<file path="src/rtl/minv_host_ctrl_pkg.sv">
// minv_host_ctrl_pkg: shared widths and FSM encoding for the
// modular-inverse host controller.
package minv_host_ctrl_pkg;

  localparam int WORD_W = 16;
  localparam int OPND_W = 256;
  localparam int WORDS  = 16;

  typedef enum logic [3:0] {
    IDLE,
    LOAD_A,
    LOAD_P,
    GO,
    WAIT_RDY,
    GAP,
    UNLOAD,
    DRAIN,
    FIN
  } state_t;

endpackage

</file>
<file path="src/rtl/minv_word_shift.sv">
// minv_word_shift: word-granular shift register, shifting toward bit 0
// and filling the top word; dout exposes the low OUT_W bits.
module minv_word_shift
  import minv_host_ctrl_pkg::*;
#(
  parameter int N     = WORDS,
  parameter int OUT_W = N * WORD_W
) (
  input  logic                  clk,
  input  logic                  rst_n,
  input  logic                  load,
  input  logic                  shift,
  input  logic [N*WORD_W-1:0]   din,
  input  logic [WORD_W-1:0]     word,
  output logic [OUT_W-1:0]      dout
);

  logic [N*WORD_W-1:0] q;

  always_ff @(posedge clk or negedge rst_n) begin
    if (!rst_n) begin
      q <= '0;
    end else if (load) begin
      q <= din;
    end else if (shift) begin
      q <= {word, q[N*WORD_W-1:WORD_W]};
    end
  end

  assign dout = q[OUT_W-1:0];

endmodule

</file>
<file path="src/rtl/minv_host_ctrl.sv">
// minv_host_ctrl: loads a and p into the inverse engine word by word,
// waits for completion, then unloads and captures x1/x2.
module minv_host_ctrl
  import minv_host_ctrl_pkg::*;
#(
  parameter int WORDS   = 16,
  parameter int RDY_GAP = 2,
  parameter int TIMEOUT = 65535
) (
  input  logic              clk,
  input  logic              rst_n,
  input  logic              start,
  input  logic [OPND_W-1:0] a_in,
  input  logic [OPND_W-1:0] p_in,
  output logic              busy,
  output logic              done,
  output logic              err,
  output logic [OPND_W-1:0] x1_out,
  output logic [OPND_W-1:0] x2_out,
  output logic              flag_out,
  output logic [WORD_W-1:0] datain,
  output logic              loada,
  output logic              loadp,
  output logic              minv_en,
  output logic              outx1,
  output logic              outx2,
  input  logic [WORD_W-1:0] regx1out,
  input  logic [WORD_W-1:0] regx2out,
  input  logic              minv_rdy,
  input  logic              minv_flag
);

  state_t              state;
  state_t              nxt;
  logic [31:0]         cnt;
  logic                last;
  logic                op_load;
  logic                op_shift;
  logic                cap;
  logic [WORD_W-1:0]   op_word;
  logic [OPND_W-1:0]   x1_q;
  logic [OPND_W-1:0]   x2_q;

  assign last = (cnt == 32'(WORDS - 1));

  always_comb begin
    nxt = state;
    unique case (state)
      IDLE:     if (start) nxt = LOAD_A;
      LOAD_A:   if (last) nxt = LOAD_P;
      LOAD_P:   if (last) nxt = GO;
      GO:       nxt = WAIT_RDY;
      WAIT_RDY: begin
        if (minv_rdy) begin
          nxt = (RDY_GAP == 0) ? UNLOAD : GAP;
        end else if (cnt == 32'(TIMEOUT - 1)) begin
          nxt = FIN;
        end
      end
      GAP:      if (cnt == 32'(RDY_GAP - 1)) nxt = UNLOAD;
      UNLOAD:   if (last) nxt = DRAIN;
      DRAIN:    nxt = FIN;
      FIN:      nxt = IDLE;
      default:  nxt = IDLE;
    endcase
  end

  always_ff @(posedge clk or negedge rst_n) begin
    if (!rst_n) begin
      state    <= IDLE;
      cnt      <= '0;
      err      <= 1'b0;
      flag_out <= 1'b0;
      x1_out   <= '0;
      x2_out   <= '0;
    end else begin
      state <= nxt;
      // every state measures its own dwell from zero
      cnt   <= (nxt != state || state == IDLE) ? '0 : cnt + 32'd1;
      if (state == IDLE && start) err <= 1'b0;
      if (state == WAIT_RDY) begin
        if (minv_rdy) flag_out <= minv_flag;
        else if (nxt == FIN) err <= 1'b1;
      end
      if (state == FIN && !err) begin
        x1_out <= x1_q;
        x2_out <= x2_q;
      end
    end
  end

  assign busy    = (state != IDLE);
  assign done    = (state == FIN);
  assign loada   = (state == LOAD_A);
  assign loadp   = (state == LOAD_P);
  assign minv_en = (state == GO);
  assign outx1   = (state == UNLOAD);
  assign outx2   = (state == UNLOAD);
  assign datain  = (loada || loadp) ? op_word : '0;

  assign op_load  = (state == IDLE) && start;
  assign op_shift = loada || loadp;
  // read data trails the strobe by one cycle, so skip the first slot
  assign cap = ((state == UNLOAD) && (cnt != 0)) || (state == DRAIN);

  minv_word_shift #(.N(2 * WORDS), .OUT_W(WORD_W)) u_op (
    .clk   (clk),
    .rst_n (rst_n),
    .load  (op_load),
    .shift (op_shift),
    .din   ({p_in, a_in}),
    .word  ('0),
    .dout  (op_word)
  );

  minv_word_shift #(.N(WORDS)) u_x1 (
    .clk   (clk),
    .rst_n (rst_n),
    .load  (1'b0),
    .shift (cap),
    .din   ('0),
    .word  (regx1out),
    .dout  (x1_q)
  );

  minv_word_shift #(.N(WORDS)) u_x2 (
    .clk   (clk),
    .rst_n (rst_n),
    .load  (1'b0),
    .shift (cap),
    .din   ('0),
    .word  (regx2out),
    .dout  (x2_q)
  );

endmodule

</file>
<file path="config.mk">
export PLATFORM = sky130hd
export DESIGN_NAME = minv_host_ctrl
export DESIGN_NICKNAME = d
export VERILOG_FILES = /design/src/rtl/minv_host_ctrl_pkg.sv /design/src/rtl/minv_word_shift.sv /design/src/rtl/minv_host_ctrl.sv
export SDC_FILE = /design/constraint.sdc
export NUM_CORES = 2
export LEC_CHECK = 0
export ABC_AREA = 0
export BUFFER_PORTS_ARGS = -buffer_cell sky130_fd_sc_hd__buf_2
export CORE_AREA = 4 4 425 427
export CTS_CLUSTER_DIAMETER = 50
export DETAILED_ROUTE_END_ITERATION = 12
export DIE_AREA = 0 0 429 431
export SLEW_MARGIN = 30
export SYNTH_ARGS = -nofsm -noshare
export SYNTH_HDL_FRONTEND = slang
export SYNTH_SLANG_ARGS = --single-unit
export TNS_END_PERCENT = 1
</file>
<file path="constraint.sdc">
create_clock -name clk -period 2.31 [get_ports clk]
set_input_delay 0.462 -clock clk [delete_from_list [all_inputs] [get_ports clk]]
set_output_delay 0.462 -clock clk [all_outputs]
set_load 0.05 [all_outputs]
</file>
==> results_dict.tcl <==
set metrics [dict create \
    crit_required_ps 1850 \
    synth_top_cells_by_count "1574 x dfrtp_1, 1025 x mux2_2, 513 x nand2_1" \
    maxCapViolCount 0 \
    crit_type "reg2out" \
    pwr-share-comb 0.232 \
    p_sw_frac 0.314 \
    final_cells 8916 \
    clkSlewWorstSetupHoldPaths_ps 60 \
    boundaryPins 1086 \
    wirelength_um 212000 \
    post-place-cells 8008 \
    ys_ff_latch 1574 \
    num_rows 154 \
    grt.total_usage 0.224 \
    relSlewSlack 0.624 \
    cts_tree "done" \
    drtPass1Iterations 5 \
    period_needed_ps 2710 \
    slew_viol_final 0 \
    drcViolationCount 0 \
    fin_crit_sh 1.17 \
    async_reset_ff_frac 1.00 \
    drtIter0Drc 2326 \
    peakVddDrop_uv 738 \
    cp_cell_sequence "nand2b_4 > nor3_4 > nor2_4 > buf_12 > nor2b_4 > buf_8" \
    grt_pass1_vias 45899 \
    synth.net_count 5185 \
    grt_max_degree 125 \
    postSynthCellCount 4632 \
    fmax_ghz 0.369 \
    netlist_area_mm2 0.0631 \
    rsz0062_at_grt "true" \
    min_path_type "in2reg" \
    place.gp.congestion 0.908 \
    hold_viol_final 0 \
    synth_cell_types 34 \
    critPathMaxFanout 10 \
    synth_top_area_cell "dfrtp_1" \
    power_switching_uw 26200 \
    tightest_slew_ps 564 \
    p_per_area_mw_per_mm2 983 \
    power_frac_seq 0.415 \
    path_delay_family "simple AND/OR/NAND/NOR gates" \
    ys_seq_area_frac 0.625 \
    start_kind "flip-flop" \
    clock_latency_ps 840 \
    cp_slowest_cell "dfrtp_2" \
    grt_pass1_wl_um 310000 \
    setup_slack_ps -397 \
    die_y_um 431 \
    drive_above_1_share 0.415 \
    cts_buffers 181 \
    core-area_mm2 0.176 \
    synth_edf_count 0 \
    yosysMostFrequentCell "dfrtp_1" \
    critPathCaptureType "output pin" \
    finalSetupViolCount 358 \
    die_w_um 429 \
    nets 6922 \
    vias 44020 \
    cp.arrival_ps 2240 \
    synth.area.top_cells "dfrtp_1 62%, mux2_2 18%, mux2i_1 7.9%" \
    start_util 0.358 \
    power_frac_clock 0.353 \
    critical_path.max_stage_delay_ps 440 \
    p_int_uw 57300 \
    finClkSkew_ps 61.6 \
    yosysWarnings 0 \
    post_drt_wl_per_cell_um 23.8 \
    cts-root-buf "clkbuf_16" \
    syn_area_per_cell_um2 13.6 \
    htreeDepth 4 \
    viasPerCell 4.94 \
    numClockSinks 1574 \
    leakage_uw 0.0418 \
    ant_nets 0 \
    critPathBufInv 2 \
    numPortBuffers 1085 \
    tns_ps -22440 \
    hpwl_um 158000 \
    yosys_most_used_dff "dfrtp_1" \
    overflow 0 \
    violations "negative setup slack" \
    syn_to_final_growth_pct 34.8 \
    status "finished with violations" \
    antenna_found_initial 51 \
    max-clock-path-buffers 3 \
    die_area_mm2 0.185 \
    synth_top_area_share 0.625 \
]
[layer usage]
layer / global-route usage / share of wire
met4: 0.138 / 0.071
met5: 0 / 0.00023
met1: 0.264 / 0.39
met3: 0.0641 / 0.065
met2: 0.363 / 0.48
[path summary, 6_finish.rpt]
kind                                         from                    endpoint  slack [ps]  depth (start not counted)
hold reg to reg            u_op.q[27]$_DFFE_PN0P_      u_op.q[27]$_DFFE_PN0P_         470                          2
min in group asynchronous                   rst_n      x1_out[26]$_DFFE_PN0P_         170                          2
hold / removal                          a_in[118]     u_op.q[118]$_DFFE_PN0P_         100                          3
setup / recovery               state[0]$_DFF_PN0_                   datain[2]        -400                          6
max in group asynchronous                   rst_n      u_op.q[19]$_DFFE_PN0P_        1100                          5
setup reg to reg                cnt[30]$_DFF_PN0_  u_x2.dout[161]$_DFFE_PN0P_        -120                          7
[worst register-to-register path, cell delays in order (launching register included)]
cell	delay, ps
dfrtp_1	390
nor4_2	320
buf_4	170
nand4_1	150
o31ai_4	340
buf_12	240
buf_16	310
mux2_2	420
[cell type report]
type                    count  area, µm²
multi-input cells        2756      22500
clock inverters            77       1030
diodes                     56        140
well taps                2340       2930
clock buffers             257       5260
fillers                 15521      91100
flip-flops and latches   1574      39400
repair buffers           1850      13700
inverters                   6       22.5
[flip-flops by register name, summed over array words and instances (netlist names)]
name       count
u_op.q       512
u_x1.dout    256
u_x2.dout    256
x1_out       256
x2_out       256
cnt           32
state          4
err            1
flag_out       1
[logic make-up after synthesis]
family | count (synthesis) | synth area share
compound gates | 525 | 0.0419
xor+xnor | 28 | 0.00389
fa+ha+maj | 4 | 0.000794
buf+inv | 302 | 0.0231
flops | 1574 | 0.625
mux | 1523 | 0.262
simple gates | 676 | 0.0438
[metrics by stage]
step           power, µW  hold slack [ps]  worst slack, ps  cell area (µm²)  utilization
4_1_cts            84100             3.79             -497            84700        0.481
3_5_place_dp       53300              394             -208            73100        0.415
6_report           83500             99.1             -397            85000        0.483
2_1_floorplan      46200              166            -62.2            63200            -
3_3_place_gp       52700              394             -317            73100        0.415
5_1_grt            88100             34.3             -505            85000        0.482
[power by group through the flow]
stage | sequential [µW] | combinational, µW | clock (µW)
2_1_floorplan | 34100 | 12100 | 0
3_3_place_gp | 34900 | 17800 | 0
3_5_place_dp | 35000 | 18200 | 0
4_1_cts | 34500 | 19400 | 30100
5_1_grt | 35000 | 21700 | 31400
6_report | 34600 | 19400 | 29500
[repair_timing]
action,in CTS,in global routing
pin swaps,6,3
gates resized for setup,63,29
setup buffers,2,3
gates cloned,0,0
hold buffers,513,0
endpoints found under the setup margin,557,562
hold endpoints to repair,1243,0
[placed cells by master (no fill, tap or decap), types with 20 or more instances in the layout]
cell type      count
o21ai_0          501
nor2_1            71
diode_2           56
buf_6             23
buf_12            86
clkbuf_16        181
dfrtp_1         1570
clkbuf_1          32
clkinv_2          31
mux2i_1          495
buf_2           1061
a21oi_1           21
mux2_2          1019
buf_4            162
clkbuf_8          44
xor2_1            20
dlygate4sd3_1    513
nand2_1          513
Power figures use the tool's default switching activity.
